File: src/rtl/dmem_pkg.sv
`default_nettype none
// ============================================================================
// Module  : dmem_pkg
// Brief   : Shared encodings and lane helpers for the data-memory controller.
// Rev     : 1.0
// ============================================================================
package dmem_pkg;

    localparam int unsigned MEM_BYTES_DEF = 1024;

    localparam logic [1:0] SZ_B = 2'b00;
    localparam logic [1:0] SZ_H = 2'b01;
    localparam logic [1:0] SZ_W = 2'b10;

    typedef enum logic [1:0] {
        IDLE = 2'd0,
        RD   = 2'd1,
        WR   = 2'd2,
        DONE = 2'd3
    } dmem_state_t;

    function automatic logic [31:0] lane_extract(input logic [31:0] word,
                                                 input logic [1:0]  lo,
                                                 input logic [1:0]  size,
                                                 input logic        uns);
        logic [31:0] w_b;
        logic [31:0] w_h;
        logic [31:0] w_res;
        w_b = word >> {lo, 3'b000};
        w_h = word >> {lo[1], 4'b0000};
        case (size)
            SZ_B:    w_res = uns ? {24'h0, w_b[7:0]}  : {{24{w_b[7]}}, w_b[7:0]};
            SZ_H:    w_res = uns ? {16'h0, w_h[15:0]} : {{16{w_h[15]}}, w_h[15:0]};
            default: w_res = word;
        endcase
        return w_res;
    endfunction

    // Replace only the addressed byte/half lane of the previously read word.
    function automatic logic [31:0] lane_merge(input logic [31:0] old,
                                               input logic [31:0] wdata,
                                               input logic [1:0]  lo,
                                               input logic [1:0]  size);
        logic [31:0] w_mask;
        logic [31:0] w_data;
        case (size)
            SZ_B: begin
                w_mask = 32'h0000_00FF << {lo, 3'b000};
                w_data = {4{wdata[7:0]}};
            end
            SZ_H: begin
                w_mask = 32'h0000_FFFF << {lo[1], 4'b0000};
                w_data = {2{wdata[15:0]}};
            end
            default: begin
                w_mask = 32'hFFFF_FFFF;
                w_data = wdata;
            end
        endcase
        return (old & ~w_mask) | (w_data & w_mask);
    endfunction

endpackage
`default_nettype wire

File: src/rtl/dmem_rr_arb2.sv
`default_nettype none
// ============================================================================
// Module  : dmem_rr_arb2
// Brief   : Two-requester round-robin arbiter; last grant updates only when enabled.
// Rev     : 1.0
// ============================================================================
module dmem_rr_arb2 (
    input  logic       clk,
    input  logic       rst,
    input  logic       i_en,
    input  logic [1:0] i_req,
    output logic [1:0] o_gnt
);

    logic r_last_grant;

    always_comb begin
        o_gnt = 2'b00;
        if (i_req[0] && i_req[1]) begin
            o_gnt = r_last_grant ? 2'b01 : 2'b10;
        end else if (i_req[0]) begin
            o_gnt = 2'b01;
        end else if (i_req[1]) begin
            o_gnt = 2'b10;
        end
    end

    // Reset value 1 makes requester 0 win the first contention.
    always_ff @(posedge clk or posedge rst) begin
        if (rst) begin
            r_last_grant <= 1'b1;
        end else if (i_en && (|o_gnt)) begin
            r_last_grant <= o_gnt[1];
        end
    end

endmodule
`default_nettype wire

File: src/rtl/dmem_ctrl.sv
`default_nettype none
// ============================================================================
// Module  : dmem_ctrl
// Brief   : Load/store sequencer for a single-port word memory with byte/half
//           extract and RMW stores. Debug port m1 enabled by DMEM_CTRL_DEBUG_PORT_EN.
// Rev     : 1.0
// ============================================================================
module dmem_ctrl
    import dmem_pkg::*;
#(
    parameter int unsigned MEM_BYTES = MEM_BYTES_DEF
) (
    input  logic        clk,
    input  logic        rst,
    input  logic        m0_req,
    input  logic        m0_we,
    input  logic [1:0]  m0_size,
    input  logic        m0_unsigned,
    input  logic [31:0] m0_addr,
    input  logic [31:0] m0_wdata,
    output logic [31:0] m0_rdata,
    output logic        m0_ready,
    output logic        m0_err,
    input  logic        m1_req,
    input  logic        m1_we,
    input  logic [31:0] m1_addr,
    input  logic [31:0] m1_wdata,
    output logic [31:0] m1_rdata,
    output logic        m1_ready,
    output logic        m1_err,
    output logic        mem_ce,
    output logic        mem_we,
    output logic [31:0] mem_addr,
    output logic [31:0] mem_wdata,
    input  logic [31:0] mem_rdata
);

    dmem_state_t r_state;
    dmem_state_t w_state_nxt;

    logic [1:0]  w_req;
    logic [1:0]  w_gnt;
    logic        w_any;
    logic        w_sel;
    logic        w_sel_we;
    logic        w_sel_uns;
    logic [1:0]  w_sel_size;
    logic [31:0] w_sel_addr;
    logic [31:0] w_sel_wdata;
    logic [31:0] w_sel_aligned;
    logic        w_misalign;
    logic        w_range_ok;
    logic        w_sel_err;
    logic        w_done;
    logic [31:0] w_wr_word;

    logic        r_cmd_port;
    logic        r_cmd_we;
    logic        r_cmd_uns;
    logic [1:0]  r_cmd_size;
    logic [31:0] r_cmd_addr;
    logic [31:0] r_cmd_wdata;
    logic        r_err;
    logic [31:0] r_data;
    logic [31:0] r_m0_rdata;

`ifdef DMEM_CTRL_DEBUG_PORT_EN
    assign w_req = {m1_req, m0_req};
`else
    assign w_req = {1'b0, m0_req};
`endif

    dmem_rr_arb2 u_arb (
        .clk   (clk),
        .rst   (rst),
        .i_en  (r_state == IDLE),
        .i_req (w_req),
        .o_gnt (w_gnt)
    );

    assign w_any = |w_gnt;
    assign w_sel = w_gnt[1];

    always_comb begin
        w_sel_we    = m0_we;
        w_sel_uns   = m0_unsigned;
        w_sel_size  = m0_size;
        w_sel_addr  = m0_addr;
        w_sel_wdata = m0_wdata;
        if (w_sel) begin
            w_sel_we    = m1_we;
            w_sel_uns   = 1'b0;
            w_sel_size  = SZ_W;
            w_sel_addr  = m1_addr;
            w_sel_wdata = m1_wdata;
        end
    end

    always_comb begin
        case (w_sel_size)
            SZ_B:    w_misalign = 1'b0;
            SZ_H:    w_misalign = w_sel_addr[0];
            SZ_W:    w_misalign = (w_sel_addr[1:0] != 2'b00);
            default: w_misalign = 1'b1;
        endcase
    end

    // 33-bit compare so addresses near 2^32 cannot wrap into range.
    assign w_sel_aligned = {w_sel_addr[31:2], 2'b00};
    assign w_range_ok    = (({1'b0, w_sel_aligned} + 33'd3) < 33'(MEM_BYTES));
    assign w_sel_err     = w_misalign | ~w_range_ok;

    always_ff @(posedge clk or posedge rst) begin
        if (rst) begin
            r_state <= IDLE;
        end else begin
            r_state <= w_state_nxt;
        end
    end

    always_comb begin
        w_state_nxt = r_state;
        case (r_state)
            IDLE: begin
                if (w_any) begin
                    if (w_sel_err) begin
                        w_state_nxt = DONE;
                    end else if (!w_sel_we || (w_sel_size != SZ_W)) begin
                        w_state_nxt = RD;
                    end else begin
                        w_state_nxt = WR;
                    end
                end
            end
            RD:      w_state_nxt = r_cmd_we ? WR : DONE;
            WR:      w_state_nxt = DONE;
            DONE:    w_state_nxt = IDLE;
            default: w_state_nxt = IDLE;
        endcase
    end

    always_ff @(posedge clk or posedge rst) begin
        if (rst) begin
            r_cmd_port  <= 1'b0;
            r_cmd_we    <= 1'b0;
            r_cmd_uns   <= 1'b0;
            r_cmd_size  <= 2'b00;
            r_cmd_addr  <= 32'h0;
            r_cmd_wdata <= 32'h0;
            r_err       <= 1'b0;
            r_data      <= 32'h0;
            r_m0_rdata  <= 32'h0;
        end else begin
            if ((r_state == IDLE) && w_any) begin
                r_cmd_port  <= w_sel;
                r_cmd_we    <= w_sel_we;
                r_cmd_uns   <= w_sel_uns;
                r_cmd_size  <= w_sel_size;
                r_cmd_addr  <= w_sel_addr;
                r_cmd_wdata <= w_sel_wdata;
                r_err       <= w_sel_err;
            end
            if (r_state == RD) begin
                r_data <= mem_rdata;
                if (!r_cmd_we && !r_cmd_port) begin
                    r_m0_rdata <= lane_extract(mem_rdata, r_cmd_addr[1:0], r_cmd_size, r_cmd_uns);
                end
            end
        end
    end

    assign w_wr_word = (r_cmd_size == SZ_W) ? r_cmd_wdata
                     : lane_merge(r_data, r_cmd_wdata, r_cmd_addr[1:0], r_cmd_size);

    assign mem_ce    = (r_state == RD) || (r_state == WR);
    assign mem_we    = (r_state == WR);
    assign mem_addr  = {r_cmd_addr[31:2], 2'b00};
    assign mem_wdata = (r_state == WR) ? w_wr_word : 32'h0;

    assign w_done   = (r_state == DONE);
    assign m0_ready = w_done & ~r_cmd_port;
    assign m0_err   = m0_ready & r_err;
    assign m0_rdata = r_m0_rdata;

`ifdef DMEM_CTRL_DEBUG_PORT_EN
    logic [31:0] r_m1_rdata;

    always_ff @(posedge clk or posedge rst) begin
        if (rst) begin
            r_m1_rdata <= 32'h0;
        end else if ((r_state == RD) && !r_cmd_we && r_cmd_port) begin
            r_m1_rdata <= mem_rdata;
        end
    end

    assign m1_ready = w_done & r_cmd_port;
    assign m1_err   = m1_ready & r_err;
    assign m1_rdata = r_m1_rdata;
`else
    assign m1_ready = 1'b0;
    assign m1_err   = 1'b0;
    assign m1_rdata = 32'h0;
`endif

endmodule
`default_nettype wire

File: config.mk
export PLATFORM = sky130hd
export DESIGN_NAME = dmem_ctrl
export DESIGN_NICKNAME = d
export VERILOG_FILES = /design/src/rtl/dmem_pkg.sv /design/src/rtl/dmem_rr_arb2.sv /design/src/rtl/dmem_ctrl.sv
export SDC_FILE = /design/constraint.sdc
export NUM_CORES = 1
export LEC_CHECK = 0
export BUFFER_PORTS_ARGS = -buffer_cell sky130_fd_sc_hd__buf_2
export CELL_PAD_IN_SITES_DETAIL_PLACEMENT = 0
export CELL_PAD_IN_SITES_GLOBAL_PLACEMENT = 1
export CORE_MARGIN = 10
export CORE_UTILIZATION = 39
export DETAILED_ROUTE_END_ITERATION = 12
export GPL_TIMING_DRIVEN = 1
export PLACE_DENSITY = 0.85
export SYNTH_ARGS = -nofsm -noshare
export SYNTH_HDL_FRONTEND = slang
export SYNTH_SLANG_ARGS = --single-unit
export TNS_END_PERCENT = 20
File: constraint.sdc
create_clock -name clk -period 14.3 [get_ports clk]
set_clock_uncertainty 0.1 [all_clocks]
set_input_delay 2.86 -clock clk [delete_from_list [all_inputs] [get_ports clk]]
set_output_delay 2.86 -clock clk [all_outputs]
set_load 0.01 [all_outputs]
# ---- Yosys cells after proc, flatten, opt, wreduce, memory -nomap -nowiden
# Index checks and enable logic that the tools add are counted.
dict set report totals {
  inputBits 169
  out_inout_bits 134
  wordCells 66
  regBits 136
}
dict set report op_classes {
  add_sub_neg 1
  n_lt_le_gt_ge 1
  muxes 19
  n_eq_ne 9
  shift 4
  n_reduce_logical 13
  bitwise_logic 9
}
# cell count
set op_table {}
lappend op_table {{$mux 32} 6}
lappend op_table {{$pmux 32 s2} 3}
lappend op_table {{$and 32x32->32} 2}
lappend op_table {{$add 32x2->33 const B} 1}
lappend op_table {{$lt 33x11->1 const B} 1}
lappend op_table {{$not 32->32} 1}
lappend op_table {{$or 32x32->32} 1}
lappend op_table {{$shl 16x5->32 const A} 1}
lappend op_table {{$shl 8x5->32 const A} 1}
lappend op_table {{$shr 32x5->16} 1}
lappend op_table {{$shr 32x5->8} 1}
lappend op_table {{$eq 2x2->1 const B} 4}
lappend op_table {{$mux 2} 4}
lappend op_table {{$pmux 2 s4} 1}
lappend op_table {{$eq 2x1->1 const B} 3}
lappend op_table {{$logic_not 2->1} 3}
lappend op_table {{$mux 1} 4}
lappend op_table {{$ne 2x2->1 const B} 2}
lappend op_table {{$logic_not 1->1} 3}
lappend op_table {{$pmux 1 s3} 1}
lappend op_table {{$and 1x1->1} 2}
lappend op_table {{$logic_and 1x1->1} 2}
lappend op_table {{$logic_or 1x1->1} 2}
lappend op_table {{$not 1->1} 2}
lappend op_table {{other kinds (4)} 4}

# ---- Depth between registers and ports, before layout
dict set report depth {
  ltp_word 8
  mapped_depth 8
}

# ---- Hierarchy
# Synthesis repeated with hierarchy kept, for this count alone.
dict set report unflattened {
  cells_unflattened 791
  area_unflattened_um2 7554.7
}
# module instances cells_each area_per_inst_um2
set modules_own_cells {}
lappend modules_own_cells {dmem_ctrl 1 784 7494.7}
lappend modules_own_cells {dmem_rr_arb2 1 7 60.1}

# ---- Worst setup path before layout
# Ideal clock, no wire load.
dict set report synth_path {
  kind {register to output}
  startpoint {register r_cmd_size[1]}
  endpoint {output port mem_wdata[22]}
  t_arrival_ns 1.595
  n_path_buf 3
  path_stages_with_launch 7
  path_slack_ns 9.745
  required_time_ns 11.340
  path_cell_list {dfrtp_1 > clkbuf_1 > inv_1 > clkbuf_1 > clkbuf_1 > nor2_1 > a211oi_1}
}
dict set report synth_between {
  elab_chain_cells 7
  word_cells_on_any_way 11
  classes_between {eq/ne (2); mux (4); bitwise (4); reduce/logical (1)}
}
# item line
set synth_rtl {}
lappend synth_rtl {{start: declaration} dmem_ctrl.sv:60} ;# logic [1:0] r_cmd_size;
lappend synth_rtl {{start signal: assignment} dmem_ctrl.sv:158} ;# r_cmd_size <= w_sel_size;
lappend synth_rtl {{$eq 2x1->1 or $logic_not 2->1 (tied branches)} dmem_pkg.sv:46} ;# case (size)
lappend synth_rtl {{$pmux 32 s2} dmem_pkg.sv:46}
lappend synth_rtl {{$not 32->32} dmem_pkg.sv:60} ;# return (old & ~w_mask) | (w_data & w_mask);
lappend synth_rtl {{$and 32x32->32} dmem_pkg.sv:60}
lappend synth_rtl {{$or 32x32->32} dmem_pkg.sv:60}
lappend synth_rtl {{$mux 32 (*)} dmem_ctrl.sv:172} ;# assign w_wr_word = (r_cmd_size == SZ_W) ? r_cmd_wdata
lappend synth_rtl {{$mux 32 (*)} dmem_ctrl.sv:178} ;# assign mem_wdata = (r_state == WR) ? w_wr_word : 32'h0;
lappend synth_rtl {{end: declaration} dmem_ctrl.sv:34} ;# output logic [31:0] mem_wdata,
# Every way passes the cells marked *; elsewhere a longest branch is shown, timed or not.

# ---- Final worst setup path
dict set report layout_path {
  startpoint {register r_cmd_size[1]}
  endpoint {output port mem_wdata[0]}
}
# Same word-level chain as after synthesis.

==> flow_metrics.env <==
export IMPL_ys_warn_count=0
export IMPL_firstDrtPassIters=5
export IMPL_cts_setup_buffers=0
export IMPL_cp_required_ns=11.34
export IMPL_clk_pin_slew_ns=0.06
export IMPL_max_clock_freq_mhz=165
export IMPL_cts_tree="done"
export IMPL_cp_max_fo=30
export IMPL_rr_worst_depth=4
export IMPL_gp_congestion=0.844
export IMPL_tightest_slew_ns=0.922
export IMPL_synth_common_cells="dfrtp_1 (135), mux2_2 (108), buf_4 (66), nor2_1 (39), a22oi_1 (28)"
export IMPL_drt_total_wl_microns=20500
export IMPL_r2r_start="r_cmd_size[1]"
export IMPL_synth_top_cell_by_area="dfrtp_1"
export IMPL_endpoint_kind="output port"
export IMPL_startpoint_type="register"
export IMPL_cts_path_max_buffers=2
export IMPL_synthArstFlopShare_pct=100
export IMPL_ant_nets=0
export IMPL_arrival_ns=3.11
export IMPL_crit_chain="inv_1 -> o21ai_2 -> mux2i_1 -> nor2b_1 -> buf_2"
export IMPL_slowest_stage="dfrtp_1"
export IMPL_synth_cell_types=41
export IMPL_yosysMostFrequentCell="dfrtp_1"
export IMPL_dpl_worst_slack_ns=8.64
export IMPL_fin_tns_setup_ns=0
export IMPL_nets=935
export IMPL_core_area_sq_um=17300
export IMPL_grt_use_met3_pct=7.20
export IMPL_die_area_sq_um=23300
export IMPL_ys_seq_area_share_pct=49.2
export IMPL_cap_violations=0
export IMPL_cts_buffers=17
export IMPL_busiest_layer="met2"
export IMPL_io_pins=303
export IMPL_utilization_pct=48.6
export IMPL_cts_resized_gates=0
export IMPL_endpoint="mem_wdata[0]"
export IMPL_fin_hold_ws_ns=0.378
export IMPL_cpPeakStageDelay_ns=0.94
export IMPL_ir_drop_mv=0.121
export IMPL_finalCritPeriodShare_pct=42.5
export IMPL_place_hpwl_microns=15800
export IMPL_layout_min_cycle_time_ns=6.07
export IMPL_holdBufCountCts=0
export IMPL_syn_to_final_growth_pct=22.3
export IMPL_hold_viol_final=0
export IMPL_relSlewSlack_pct=38.5
export IMPL_p_total_mw=2.15
export IMPL_clk_latency_ns=0.42
export IMPL_grt_overflow=0
export IMPL_syn_cell_area_sq_um=6870
export IMPL_fillers=1648
export IMPL_setup_violations=0
export IMPL_track_usage_pct=17.1
export IMPL_outcome="finished clean"
export IMPL_grt_use_met1_pct=20.3
export IMPL_cts_htree_levels=4
export IMPL_clock_sinks=135
export IMPL_cts_root_buf="clkbuf_16"
export IMPL_grt_max_degree=52
export IMPL_grt_pass1_wl_microns=31600
export IMPL_io_buffers=200
export IMPL_via_per_inst=5.14
export IMPL_yosys_top_cells_area="dfrtp_1 (49%), mux2_2 (18%), buf_4 (7.2%)"
export IMPL_num_rows=48
export IMPL_critPathKind="register to output port"
export IMPL_ys_flop_type="dfrtp_1"
export IMPL_synth_seq_cells=135
export IMPL_powerDensity_nw_per_um2=256
export IMPL_synth_cells=603
export IMPL_worst_r2r_setup_slack_ns=11.62
export IMPL_hp_class="register to register"
export IMPL_die_h_microns=153
export IMPL_synthDominantCellAreaShare_pct=49.2
export IMPL_grtUsageMet2_pct=27.2
export IMPL_drc=0
export IMPL_antenna_found_initial=4
export IMPL_start_util_pct=39.7
export IMPL_cp_startpoint="r_cmd_size[1]"
export IMPL_rsz0062_at_grt="false"
export IMPL_wl_per_cell_microns=20.5
export IMPL_worst_slack_ns=8.23
export IMPL_drv_slew=0
export IMPL_reg2reg_to="m0_rdata[6]"
export IMPL_synth_edf_count=0
export IMPL_p_leak_nw=4.04
export IMPL_drive_gt1_share_pct=45.9
export IMPL_vias=5147
export IMPL_syn_area_per_cell_sq_um=11.4
export IMPL_grt_pass1_vias=5445
export IMPL_die_w_microns=153
export IMPL_drt_initial_drc_count=329
-- cell type report --
class / count / area, sq um / area share [%]
clock buffer: 20 / 457 / 5.44
inverter: 7 / 28.8 / 0.343
antenna: 3 / 7.51 / 0.0894
timing repair buffer: 207 / 1050 / 12.5
sequential: 135 / 3380 / 40.2
clock inverter: 12 / 245 / 2.92
tap: 225 / 282 / 3.35
multi-input combinational: 393 / 2950 / 35.1
-- routing by layer --
metal	part of all wire [%]	up-vias
met5	0.088	-
met4	1.7	2
met3	9.7	23
met2	48	240
met1	41	2505
li1	-	2377
-- worst min-delay path by stage --
stage                 start  cells after the start           end
2_1_floorplan         r_err                      2         r_err
3_3_place_gp   m0_rdata[28]                      2  m0_rdata[28]
3_5_place_dp   m0_rdata[24]                      2  m0_rdata[24]
4_1_cts        m0_rdata[24]                      2  m0_rdata[24]
5_1_grt        m0_rdata[26]                      2  m0_rdata[26]
6_report       m0_rdata[24]                      2  m0_rdata[24]
-- through the flow --
step / area [sq um] / instances
after global routing: 8400 / 1000
after global placement: 7690 / 967
after floorplan: 7000 / 638
after detailed placement: 7690 / 967
final: 8400 / 1002
after CTS: 8390 / 999
-- cells by family after synthesis --
| kind of cell | after synthesis | share of synthesized area (%) |
|---|---|---|
| DFF | 135 | 49.2 |
| muxes | 133 | 21.5 |
| AOI/OAI and AO/OA | 119 | 11.6 |
| buffers and inverters | 110 | 9.85 |
| and+or+nand+nor | 100 | 6.92 |
| adders and majority gates | 5 | 0.910 |
| other | 1 | 0.0546 |
-- critical path, delay by kind of cell, from the launching register on --
| kind | cells | cell delay [ns] |
|---|---|---|
| AOI/OAI and AO/OA | 1 | 0.56 |
| buffers and inverters | 2 | 0.83 |
| DFF | 1 | 0.94 |
| muxes | 1 | 0.19 |
| and+or+nand+nor | 1 | 0.17 |
-- state kept, by name, indices dropped and copies added (netlist names) --
| signal | cells |
|---|---|
| r_err | 1 |
| r_state | 2 |
| r_cmd_addr | 32 |
| r_cmd_size | 2 |
| r_cmd_wdata | 32 |
| r_cmd_we | 1 |
| r_data | 32 |
| m0_rdata | 32 |
| r_cmd_uns | 1 |
-- report_power, final --
group          switching (mW)  internal (mW)
combinational           0.480          0.417
sequential              0.154          0.578
clock                   0.164          0.354
total                   0.798           1.35
-- placed cells by master, fill, tap and decap left out, types with 14 or more instances in the layout --
cell type,count
mux2_2,108
mux2i_1,24
conb_1,36
a21oi_1,14
a22oi_1,28
o221ai_1,16
a31oi_1,14
buf_2,200
clkbuf_16,17
nand2_1,22
nor2_1,39
dfrtp_1,135
o21ai_0,20
(Power assumes the default switching activity.)
